<file path="src/rtl/multicycle_controller.sv">
// multicycle_controller: control unit for the multicycle ARM-subset datapath.
// Holds the main FSM, the instruction decoder and the condition/flag logic.
// Optional feature macro: MC_PERF_COUNTERS_EN enables the retired-instruction
// and cycle counters; without it both counter outputs are tied to zero.
module multicycle_controller #(
    parameter int CNT_W = 32
) (
    input  logic             clk,
    input  logic             reset,
    input  logic [31:0]      Instr,
    input  logic [3:0]       ALUFlags,
    output logic             PCWrite,
    output logic             RegWrite,
    output logic             MemWrite,
    output logic             IRWrite,
    output logic             AdrSrc,
    output logic [1:0]       RegSrc,
    output logic [1:0]       ALUSrcA,
    output logic [1:0]       ALUSrcB,
    output logic [1:0]       ResultSrc,
    output logic [1:0]       ImmSrc,
    output logic [1:0]       ALUControl,
    output logic [3:0]       State,
    output logic [CNT_W-1:0] instr_count,
    output logic [CNT_W-1:0] cycle_count
);

    typedef enum logic [3:0] {
        FETCH  = 4'd0, DECODE = 4'd1, MEMADR = 4'd2, MEMRD = 4'd3, MEMWB  = 4'd4,
        MEMWR  = 4'd5, EXECR  = 4'd6, EXECI  = 4'd7, ALUWB = 4'd8, BRANCH = 4'd9
    } state_t;

    state_t     state, state_next;
    logic [3:0] nzcv;          // architectural flag register {N,Z,C,V}
    logic       cond_reg;      // condition result latched at the end of DECODE
    logic       cond_ex;
    logic       pc_en, reg_en, mem_en, ir_en;

    // Instruction fields that this unit never looks at (Rn, operand2/offset).
    logic unused_instr;
    assign unused_instr = ^{Instr[19:16], Instr[11:0]};

    // Decoder: classify the instruction and pick its ALU operation.
    logic [1:0] op;
    logic       dp_ok, dp_arith, dp_cmp;
    logic [1:0] dp_alu;
    logic       is_dp, is_cmp, is_mem, is_b, is_nop, is_str, rd_pc, flag_w;
    logic [1:0] dec_alu;

    assign op = Instr[27:26];

    // Data-processing command decode; unknown commands fall through as NOP.
    always_comb begin
        // NOTE: every signal written here gets a default first, so no path can infer a latch.
        dp_ok    = 1'b1;
        dp_arith = 1'b0;
        dp_cmp   = 1'b0;
        dp_alu   = 2'b00;
        case (Instr[24:21])
            4'b0100: begin dp_alu = 2'b00; dp_arith = 1'b1; end                // ADD
            4'b0010: begin dp_alu = 2'b01; dp_arith = 1'b1; end                // SUB
            4'b0000: dp_alu = 2'b10;                                           // AND
            4'b1100: dp_alu = 2'b11;                                           // ORR
            4'b1010: begin dp_alu = 2'b01; dp_arith = 1'b1; dp_cmp = 1'b1; end // CMP
            default: dp_ok = 1'b0;
        endcase
    end

    assign is_dp   = (op == 2'b00) && dp_ok;
    assign is_cmp  = is_dp && dp_cmp;
    assign is_mem  = (op == 2'b01);
    assign is_b    = (op == 2'b10);
    assign is_nop  = !(is_dp || is_mem || is_b);
    assign is_str  = is_mem && !Instr[20];
    assign rd_pc   = (Instr[15:12] == 4'hF);
    assign flag_w  = is_dp && Instr[20];
    // Memory offsets subtract when U=0; branches and NOPs add.
    assign dec_alu = is_dp ? dp_alu : ((is_mem && !Instr[23]) ? 2'b01 : 2'b00);

    // Condition evaluation against the stored flags.
    always_comb begin
        cond_ex = 1'b0;
        case (Instr[31:28])
            4'b0000: cond_ex = nzcv[2];                              // EQ
            4'b0001: cond_ex = !nzcv[2];                             // NE
            4'b0010: cond_ex = nzcv[1];                              // CS
            4'b0011: cond_ex = !nzcv[1];                             // CC
            4'b0100: cond_ex = nzcv[3];                              // MI
            4'b0101: cond_ex = !nzcv[3];                             // PL
            4'b0110: cond_ex = nzcv[0];                              // VS
            4'b0111: cond_ex = !nzcv[0];                             // VC
            4'b1000: cond_ex = nzcv[1] && !nzcv[2];                  // HI
            4'b1001: cond_ex = !nzcv[1] || nzcv[2];                  // LS
            4'b1010: cond_ex = (nzcv[3] == nzcv[0]);                 // GE
            4'b1011: cond_ex = (nzcv[3] != nzcv[0]);                 // LT
            4'b1100: cond_ex = !nzcv[2] && (nzcv[3] == nzcv[0]);     // GT
            4'b1101: cond_ex = nzcv[2] || (nzcv[3] != nzcv[0]);      // LE
            4'b1110: cond_ex = 1'b1;                                 // AL
            default: cond_ex = 1'b0;                                 // never
        endcase
    end

    // State register; reset aborts any instruction in flight.
    always_ff @(posedge clk or negedge reset) begin
        // NOTE: sequential state uses non-blocking assignments so all registers update together.
        if (!reset) state <= FETCH;
        else        state <= state_next;
    end

    // Condition latch and flag register updates.
    always_ff @(posedge clk or negedge reset) begin
        if (!reset) begin
            nzcv     <= 4'b0000;
            cond_reg <= 1'b0;
        end else begin
            if (state == DECODE) cond_reg <= cond_ex;
            if ((state == EXECR || state == EXECI) && cond_reg && flag_w) begin
                nzcv[3:2] <= ALUFlags[3:2];
                if (dp_arith) nzcv[1:0] <= ALUFlags[1:0];
            end
        end
    end

    // Next-state and per-state datapath controls.
    always_comb begin
        state_next = FETCH;
        pc_en      = 1'b0;
        reg_en     = 1'b0;
        mem_en     = 1'b0;
        ir_en      = 1'b0;
        AdrSrc     = 1'b0;
        ALUSrcA    = 2'b00;
        ALUSrcB    = 2'b00;
        ResultSrc  = 2'b00;
        ImmSrc     = 2'b00;
        case (state)
            FETCH: begin
                ir_en = 1'b1; pc_en = 1'b1;
                ALUSrcA = 2'b01; ALUSrcB = 2'b10; ResultSrc = 2'b10;
                state_next = DECODE;
            end
            DECODE: begin
                ALUSrcA = 2'b01; ALUSrcB = 2'b10; ResultSrc = 2'b10;
                if (is_mem)                 state_next = MEMADR;
                else if (is_b)              state_next = BRANCH;
                else if (is_dp && Instr[25]) state_next = EXECI;
                else                        state_next = EXECR;
            end
            MEMADR: begin
                ALUSrcB = 2'b01; ImmSrc = 2'b01;
                state_next = Instr[20] ? MEMRD : MEMWR;
            end
            MEMRD: begin
                AdrSrc = 1'b1;
                state_next = MEMWB;
            end
            MEMWB: begin
                ResultSrc = 2'b01;
                pc_en  = cond_reg && rd_pc;
                reg_en = cond_reg && !rd_pc;
            end
            MEMWR: begin
                AdrSrc = 1'b1;
                mem_en = cond_reg;
            end
            EXECR: state_next = (is_cmp || is_nop) ? FETCH : ALUWB;
            EXECI: begin
                ALUSrcB = 2'b01;
                state_next = (is_cmp || is_nop) ? FETCH : ALUWB;
            end
            ALUWB: begin
                pc_en  = cond_reg && rd_pc;
                reg_en = cond_reg && !rd_pc;
            end
            BRANCH: begin
                ALUSrcB = 2'b01; ImmSrc = 2'b10; ResultSrc = 2'b10;
                pc_en = cond_reg;
            end
            default: state_next = FETCH;
        endcase
    end

    // Enables are gated by reset so nothing is written while it is held.
    assign PCWrite    = pc_en  && reset;
    assign RegWrite   = reg_en && reset;
    assign MemWrite   = mem_en && reset;
    assign IRWrite    = ir_en  && reset;
    // Register-port selects and ALU op stay fixed once the instruction is decoded.
    assign RegSrc     = (state == FETCH) ? 2'b00 : {is_str, is_b};
    assign ALUControl = (state == FETCH || state == DECODE) ? 2'b00 : dec_alu;
    assign State      = state;

`ifdef MC_PERF_COUNTERS_EN
    logic retire;
    assign retire = (state_next == FETCH) &&
                    (state inside {MEMWB, MEMWR, ALUWB, BRANCH, EXECR, EXECI});

    // Performance counters: free-running cycles and retired instructions.
    always_ff @(posedge clk or negedge reset) begin
        if (!reset) begin
            cycle_count <= '0;
            instr_count <= '0;
        end else begin
            cycle_count <= cycle_count + 1'b1;
            if (retire) instr_count <= instr_count + 1'b1;
        end
    end
`else
    assign cycle_count = '0;
    assign instr_count = '0;
`endif

endmodule

</file>
<file path="config.mk">
export PLATFORM = sky130hd
export DESIGN_NAME = multicycle_controller
export DESIGN_NICKNAME = d
export VERILOG_FILES = /design/src/rtl/multicycle_controller.sv
export SDC_FILE = /design/constraint.sdc
export NUM_CORES = 1
export LEC_CHECK = 0
export ABC_AREA = 1
export BUFFER_PORTS_ARGS = -buffer_cell sky130_fd_sc_hd__buf_2
export CAP_MARGIN = 20
export CELL_PAD_IN_SITES_DETAIL_PLACEMENT = 2
export CELL_PAD_IN_SITES_GLOBAL_PLACEMENT = 2
export CORE_MARGIN = 3
export CORE_UTILIZATION = 19
export CTS_BUF_LIST = sky130_fd_sc_hd__clkbuf_4
export CTS_CLUSTER_DIAMETER = 200
export DETAILED_ROUTE_END_ITERATION = 10
export PLACE_DENSITY_LB_ADDON = 0.1
export SYNTH_ARGS = -nofsm -noshare
export SYNTH_HDL_FRONTEND = slang
export SYNTH_SLANG_ARGS = --single-unit
</file>
<file path="constraint.sdc">
create_clock -name clk -period 2 [get_ports clk]
set_input_delay 0.2 -clock clk [delete_from_list [all_inputs] [get_ports clk]]
set_output_delay 0.2 -clock clk [all_outputs]
set_load 0.005 [all_outputs]
</file>
Yosys cells after proc, flatten, opt, wreduce, memory -nomap -nowiden
Cells that the tools add are included.
Operators by class
  multiplexer cells: 24
  reductions and logical operators: 45
  equality and inequality tests: 32
Operators with widths (number)
  4-bit equality test, second input constant: 12
  4-bit by 3-bit equality test with 1-bit output, second input constant: 9
  4-bit by 2-bit equality test with 1-bit output, second input constant: 5
  4-bit case mux with 5 select lines: 1
  1-bit logical AND: 16
  1-bit case mux with 15 select lines: 1
  4-bit logical NOT: 3
  4-bit two-way mux: 3
  2-bit case mux with 2 select lines: 3
  1-bit two-way mux: 10
  2-bit OR reduction: 5
  3-bit OR reduction: 3
  4-bit by 1-bit equality test with 1-bit output, second input constant: 2
  1-bit logical NOT: 8
  1-bit logical OR: 7
  2-bit two-way mux: 3
  2-bit case mux with 3 select lines: 1
  5-bit OR reduction: 1
  3-bit two-way mux: 1
  1-bit case mux with 3 select lines: 1
  2-bit by 1-bit equality test with 1-bit output, second input constant: 1
  2-bit equality test, second input constant: 1
  2-bit logical NOT: 1
  2-bit AND reduction: 1
  other kinds (2): 2
Storage, ports and cells
  register bits: 9
  bits of input ports: 38
  output and inout bits: 85

Longest topological paths before layout
Gate-level depths: netlist of the first run.
  depth after elaboration: 10
  depth in mapped cells: 11

Worst setup path after synthesis of the first run
OpenSTA, ideal clock, no wires.
  kind: register to output
  start: register state[3] (netlist: State[3])
  end: output port ALUSrcB[0]
  data required time: 1.800 ns
  path buffers: 0
  slack: 0.745 ns
  cell stages (with the launch flop): 8
  arrival time: 1.055 ns
  cell sequence: dfrtp_1 -> nor2_1 -> inv_2 -> nor2_1 -> inv_1 -> nor2_1 -> inv_1 -> o311ai_0
Between the ends
  word-level cells in the longest chain between the ends: 3
  elaborated cells between the ends (all ways): 8
  classes of those cells: eq/ne (4); mux (1); reduce/logical (3)
Ends and longest elaborated chain
  from (decl): line 33  | state_t state, state_next;
  from (signal assigned): line 107  | else state <= state_next;
  4-bit by 3-bit equality test with 1-bit output (tied with other cells): line 136  | case (state)
  3-bit OR reduction (no line) or 2-bit OR reduction (tied branches)
  2-bit case mux with 2 select lines (*): line 136
  to (decl): line 19  | output logic [1:0] ALUSrcB,
Every way passes the cells marked *; elsewhere a longest branch is shown, timed or not.

Worst setup path after layout of the first run
  start: register state[3] (netlist: State[3])
  end: output port PCWrite
Between the ends
  word-level cells in the longest chain between the ends: 4
  elaborated cells between the ends (all ways): 7
  classes of those cells: eq/ne (3); mux (1); reduce/logical (3)
Ends and longest elaborated chain
  4-bit equality test or 4-bit by 3-bit equality test with 1-bit output (tied branches): line 136
  2-bit OR reduction (no line)
  1-bit case mux with 3 select lines (*): line 136
  1-bit logical AND (*): line 184  | assign PCWrite = pc_en && reset;
  to (decl): line 12  | output logic PCWrite,
Marked as above.

==> results.ini, run 1 <==
[final_layout]
area_delta_synth_final_pct=8.47
antenna_cells=0
final_cell_area_um2=1540
design.final.nets=310
final_common_cell=conb_1
final_cell_mix=65 x conb_1, 41 x buf_2, 38 x nand2_1
drive_gt1_share_pct=22.1

[critical_path]
critical_path.startpoint_type=flip-flop
critPathCaptureType=output pin
path_cells=nor2_1, inv_2, nor2_1, and2_1, a31o_2, buf_2
cp_max_fo=7
critPathMostFrequentCell=nor2_1
slowest_delay_ps=410
reg2reg_from=State[3]$_DFF_PN0_
cp.buffers_inverters=2
r2r_setup_slack_ps=650
crit_arrival_ps=1570
startpoint=State[3]$_DFF_PN0_
critical_path.top_delay_family=simple AND/OR/NAND/NOR gates
critPathSlowestCell=dfrtp_1
path_class=flip-flop to output pin
r2r_cells=8
crit_required_ps=1800
timing.rr.end=nzcv[1]$_DFFE_PN0P_

[timing]
fin_crit_sh_pct=88.7
slew_viol_final=0
setup_viol=0
setup_tns_ps=0
period_minus_slack_ps=1770
clock_skew_ps=3.21
rsz0062_at_grt=no
hold_viol_final=0
max_freq_mhz=564

[floorplan]
rows=30
core_region_area_um2=7020
die_x_um=92.4
die_h_um=92.4
io_pins=123
die-area_um2=8530
start_util_pct=20.2

[clocking]
clk_latency_ps=270
htreeDepth=1
cts_root_buf=clkbuf_4
clkTransAtPathRegs_ps=60
clock_path_buffers=2
numCtsBuffers=3
tritoncts=built
postCtsSetupBuffers=0
clkSinkCount=9

[routing]
drc=0
wl_per_cell_um=11.1
routed_wl_um=4020
antenna_left=0
detail_route.vias_per_cell=3.59
num_vias=1302
dr.pass1.iters=4
drt_iter0_markers=15

[placement]
hpwl_um=3640
placed_area_um2=1500
gp_congestion=0.693
port_buffers=41

[logic_synthesis]
synth_top_cell_by_area=buf_4
ys_types=26
synth-seq-cells=9
ys_top_cells_by_area=buf_4 34%, dfrtp_1 16%, nand2_1 10%
ys_warn_count=0
synth.top_cell.area_share_pct=34.4
netlist_instances=222
syn-cell-area_um2=1420
synth_seq_area_share_pct=15.9
avgSynthCellArea_um2=6.39

[global_route]
grt_use_total_pct=9.38
grt_pass1_wl_um=6490
overflow=0
antenna_found_initial=0
grt_pass1_vias=1335
grt_max_degree=13

[pwr]
vdd_drop_max_v=0.000205
leakage_nw=0.914
power_density_nw_per_um2=671

[min_path]
hold_depth=3
holdPathEnd=nzcv[2]$_DFFE_PN0P_
hold_class=primary input to flip-flop
hp-start=ALUFlags[2]

[status]
status=complete, no violations

[run]
drv_cap=0

cells in the mapped netlist:
cell type	number
buf_4	65
nor4_1	1
o31ai_1	1
nand2_1	38
conb_1	1
nand4_1	1
nor3b_1	1
nor2_1	27
nand3_2	2
o21ai_1	1
nor2_2	2
nor3_1	2
nor2_4	2
inv_2	3
a21oi_1	7
a21oi_4	1
nand3_1	12
and2_1	1
o311ai_0	1
o21ai_0	7
o22ai_1	1
nand2_2	2
inv_1	29
dfrtp_1	9
a31o_2	1
ha_1	4
worst max-delay path by stage:
stage	endpoint	slack (ps)	cells past startpoint
final	PCWrite	230	6
after global routing	ALUSrcB[0]	40	8
after CTS	ALUSrcB[0]	160	8
after detailed placement	ALUSrcB[0]	470	8
after global placement	PCWrite	490	6
after floorplan	ALUSrcB[0]	740	7
through the flow:
| stage | total power, mW | util (%) | hold slack (ps) | setup WS, ps | std cells |
|---|---|---|---|---|---|
| global placement | 0.887 | 21.3 | 91.0 | 486 | 358 |
| floorplan | 0.704 | - | -95.6 | 745 | 286 |
| detailed placement | 0.888 | 21.3 | 92.8 | 468 | 358 |
| global route | 1.16 | 21.9 | 194 | 43.7 | 363 |
| CTS | 1.05 | 21.9 | 178 | 165 | 363 |
| finish | 1.03 | 21.9 | 182 | 226 | 363 |
logic make-up after synthesis:
kind of cell	count (synthesis)	share of synthesized area (%)
buffers and inverters	97	42.9
other	1	0.265
and+or+nand+nor	91	28.8
adders and majority gates	4	3.53
DFF	9	15.9
AOI/OAI and AO/OA	20	8.65
routing by layer:
layer  wire [µm]  GRT usage (%)
met1        1670           11.2
met2        2010           17.0
met3         257          0.650
met4          79           4.46
met5           0              0
power by group:
| part | internal (mW) | leakage (nW) | switching (mW) |
|---|---|---|---|
| logic | 0.210 | 0.796 | 0.378 |
| registers | 0.226 | 0.0998 | 0.0594 |
| clock network | 0.0907 | 0.0184 | 0.0676 |
worst reg2reg max path, delay by kind of cell, from the launching register on:
kind	cells	cell delay, ps
AO/OA/AOI/OAI	1	50
buffers and inverters	1	80
flip-flops	1	410
AND/OR/NAND/NOR	6	680
repair_timing:
action / in CTS / in global routing
setup endpoints to repair: 0 / 1
resized for setup: 0 / 1
hold endpoints to repair: 9 / 0
hold buffers: 1 / 0
layout make-up:
type                       instances  area [µm²]
sequential                         9         225
tap                               96         120
timing repair buffer              42         215
multi-input combinational        180         827
inverter                          32         120
fill                             929        5480
clock buffer                       4        30.0
Note: power is estimated with default switching activity, not from simulation.
==> inputs of run 2 (changes only) <==
--- a/config.mk
+++ b/config.mk
@@ -11,10 +11,11 @@
 export CELL_PAD_IN_SITES_DETAIL_PLACEMENT = 2
 export CELL_PAD_IN_SITES_GLOBAL_PLACEMENT = 2
 export CORE_MARGIN = 3
-export CORE_UTILIZATION = 19
+export CORE_UTILIZATION = 18
 export CTS_BUF_LIST = sky130_fd_sc_hd__clkbuf_4
 export CTS_CLUSTER_DIAMETER = 200
 export DETAILED_ROUTE_END_ITERATION = 10
+export MAX_ROUTING_LAYER = met4
 export PLACE_DENSITY_LB_ADDON = 0.1
 export SYNTH_ARGS = -nofsm -noshare
 export SYNTH_HDL_FRONTEND = slang
==> constraint.sdc (replaced) <==
create_clock -name clk -period 1.7 [get_ports clk]
set_input_delay 0.17 -clock clk [delete_from_list [all_inputs] [get_ports clk]]
set_output_delay 0.17 -clock clk [all_outputs]
set_load 0.005 [all_outputs]
==> results.ini, run 2 (synthesized netlist as in run 1, its figures left out) <==
[clocking]
htreeDepth=1
tritoncts=built
clock_path_buffers=2
clk_latency_ps=260
cts_root_buf=clkbuf_4
numCtsBuffers=3
clkSinkCount=9
clkTransAtPathRegs_ps=70

[global_route]
use_met3_pct=0.956
antenna_found_initial=1
use_met1_pct=11.6
grt_use_total_pct=9.55
grt_pass1_vias=1365
use_met2_pct=16.0
grt_max_degree=13
overflow=0
grt_pass1_wl_um=6550
busiest_layer=met2

[floorplan]
die_x_um=94.7
io_pins=123
start_util_pct=19.0
die_h_um=94.7
core_region_area_um2=7450
die-area_um2=8980
rows=31

[routing]
routed_wl_um=4240
num_vias=1350
detail_route.vias_per_cell=3.56
wl_per_cell_um=11.2
drc=0
drt_iter0_markers=26
dr.pass1.iters=4
antenna_left=0

[final_layout]
stdcell_count=379
area_delta_synth_final_pct=19.4
drive_gt1_share_pct=30.5
design.final.nets=322
final_cell_mix=65 x conb_1, 40 x buf_2, 37 x nand2_1
register_area_um2=228
final_common_cell=conb_1
finish.utilization_pct=22.7
multi_input_area_um2=881
fillers=965

[min_path]
holdPathEnd=nzcv[3]$_DFFE_PN0P_
hold_class=primary input to flip-flop
hold_depth=3
hp-start=ALUFlags[3]

[critical_path]
path_class=flip-flop to output pin
path_cells=nor2_2, inv_2, nor2_4, inv_2, nor2_4, inv_2, o311ai_2, buf_2
critPathCaptureType=output pin
timing.rr.end=nzcv[0]$_DFFE_PN0P_
cp.buffers_inverters=4
crit_required_ps=1530
crit_arrival_ps=1470
cp.depth=8
critical_path.startpoint_type=flip-flop
critical_path.top_delay_family=flip-flops
critPathMostFrequentCell=inv_2
reg2reg_from=State[3]$_DFF_PN0_
critPathSlowestCell=dfrtp_1
slowest_delay_ps=430
r2r_setup_slack_ps=310
cp_max_fo=4
r2r_cells=8

[placement]
port_buffers=41
placed_cells=362
dp_slack_ps=197
gp_congestion=0.687
hpwl_um=3590

[timing]
clock_skew_ps=9.46
period_minus_slack_ps=1640
max_freq_mhz=609
setup_viol=0
fin_crit_sh_pct=96.6
setup_tns_ps=0
slew_viol_final=0
rsz0062_at_grt=yes
hold_viol_final=0
fin_ws_ps=58.2

[pwr]
seqPwrFrac_pct=22.4
pwr-share-clk_pct=12.0
power_density_nw_per_um2=898
net-switching-power_mw=0.713
leakage_nw=0.980
comb_power_share_pct=65.6
switching_share_pct=46.9
totalPowerFinal_mw=1.52
internal_power_mw=0.807
vdd_drop_max_v=0.000201

[status]
status=complete, no violations

[run]
drv_cap=0

-- run 2: changes by cell type in the layout (fill, tap and decap cells not counted), sizes merged --
cell,change
buf,+11
clkbuf,+1
diode,+1
-- run 2: repair_timing --
item | 4_1_cts | 5_1_grt
setup buffers | 3 | 8
setup endpoints to repair | 2 | 9
endpoints found under the hold margin | 9 | 0
gates resized for setup | 3 | 20
hold buffers | 1 | 0
pin swaps | 1 | 3
-- run 2: worst register-to-register path: stages (launching register included) --
cell	delay, ps
dfrtp_1	430
nor2_2	190
inv_2	90
nor2_4	110
nand2_2	70
nor2_4	110
nand3_2	120
nor2_1	120
a21oi_1	50
-- run 2: cell type report --
| type | instances | area share (%) |
|---|---|---|
| Multi-Input combinational cell | 180 | 52.0 |
| Timing Repair Buffer | 54 | 18.2 |
| Sequential cell | 9 | 13.5 |
| Tap cell | 99 | 7.32 |
| Inverter | 32 | 7.10 |
| Clock buffer | 4 | 1.77 |
| Antenna cell | 1 | 0.148 |
-- run 2: worst max path at each step --
| stage | end | from | slack (ps) |
|---|---|---|---|
| 5_1_grt | ALUSrcB[0] | State[3]$_DFF_PN0_ | -90 |
| 6_report | ALUSrcB[0] | State[3]$_DFF_PN0_ | 60 |
| 3_5_place_dp | ALUSrcB[0] | State[3]$_DFF_PN0_ | 200 |
| 3_3_place_gp | ALUSrcB[0] | State[3]$_DFF_PN0_ | 210 |
| 2_1_floorplan | ALUSrcB[0] | State[3]$_DFF_PN0_ | 470 |
| 4_1_cts | ALUSrcB[0] | State[3]$_DFF_PN0_ | 2 |
-- run 2: metrics by stage --
step	hold WS (ps)	area, µm²
global placement	61.9	1510
finish	171	1690
CTS	173	1570
floorplan	-126	1660
global route	162	1690
detailed placement	65.5	1510
-- run 2: routing by layer --
layer  routed length (µm)  vias to the layer above  share of wire [%]
met5                    0                        -                  0
met1                 1780                      624                 42
met2                 2180                       55                 51
li1                     -                      669                  -
met3                  226                        2                5.3
met4                   51                        0                1.2
-- run 2: power groups by stage --
stage          combinational [mW]  sequential [mW]  clock, mW
6_report                    0.997            0.340      0.182
3_5_place_dp                0.722            0.346          0
5_1_grt                      1.14            0.348      0.205
3_3_place_gp                0.722            0.345          0
4_1_cts                     0.785            0.345      0.186
2_1_floorplan               0.504            0.325          0
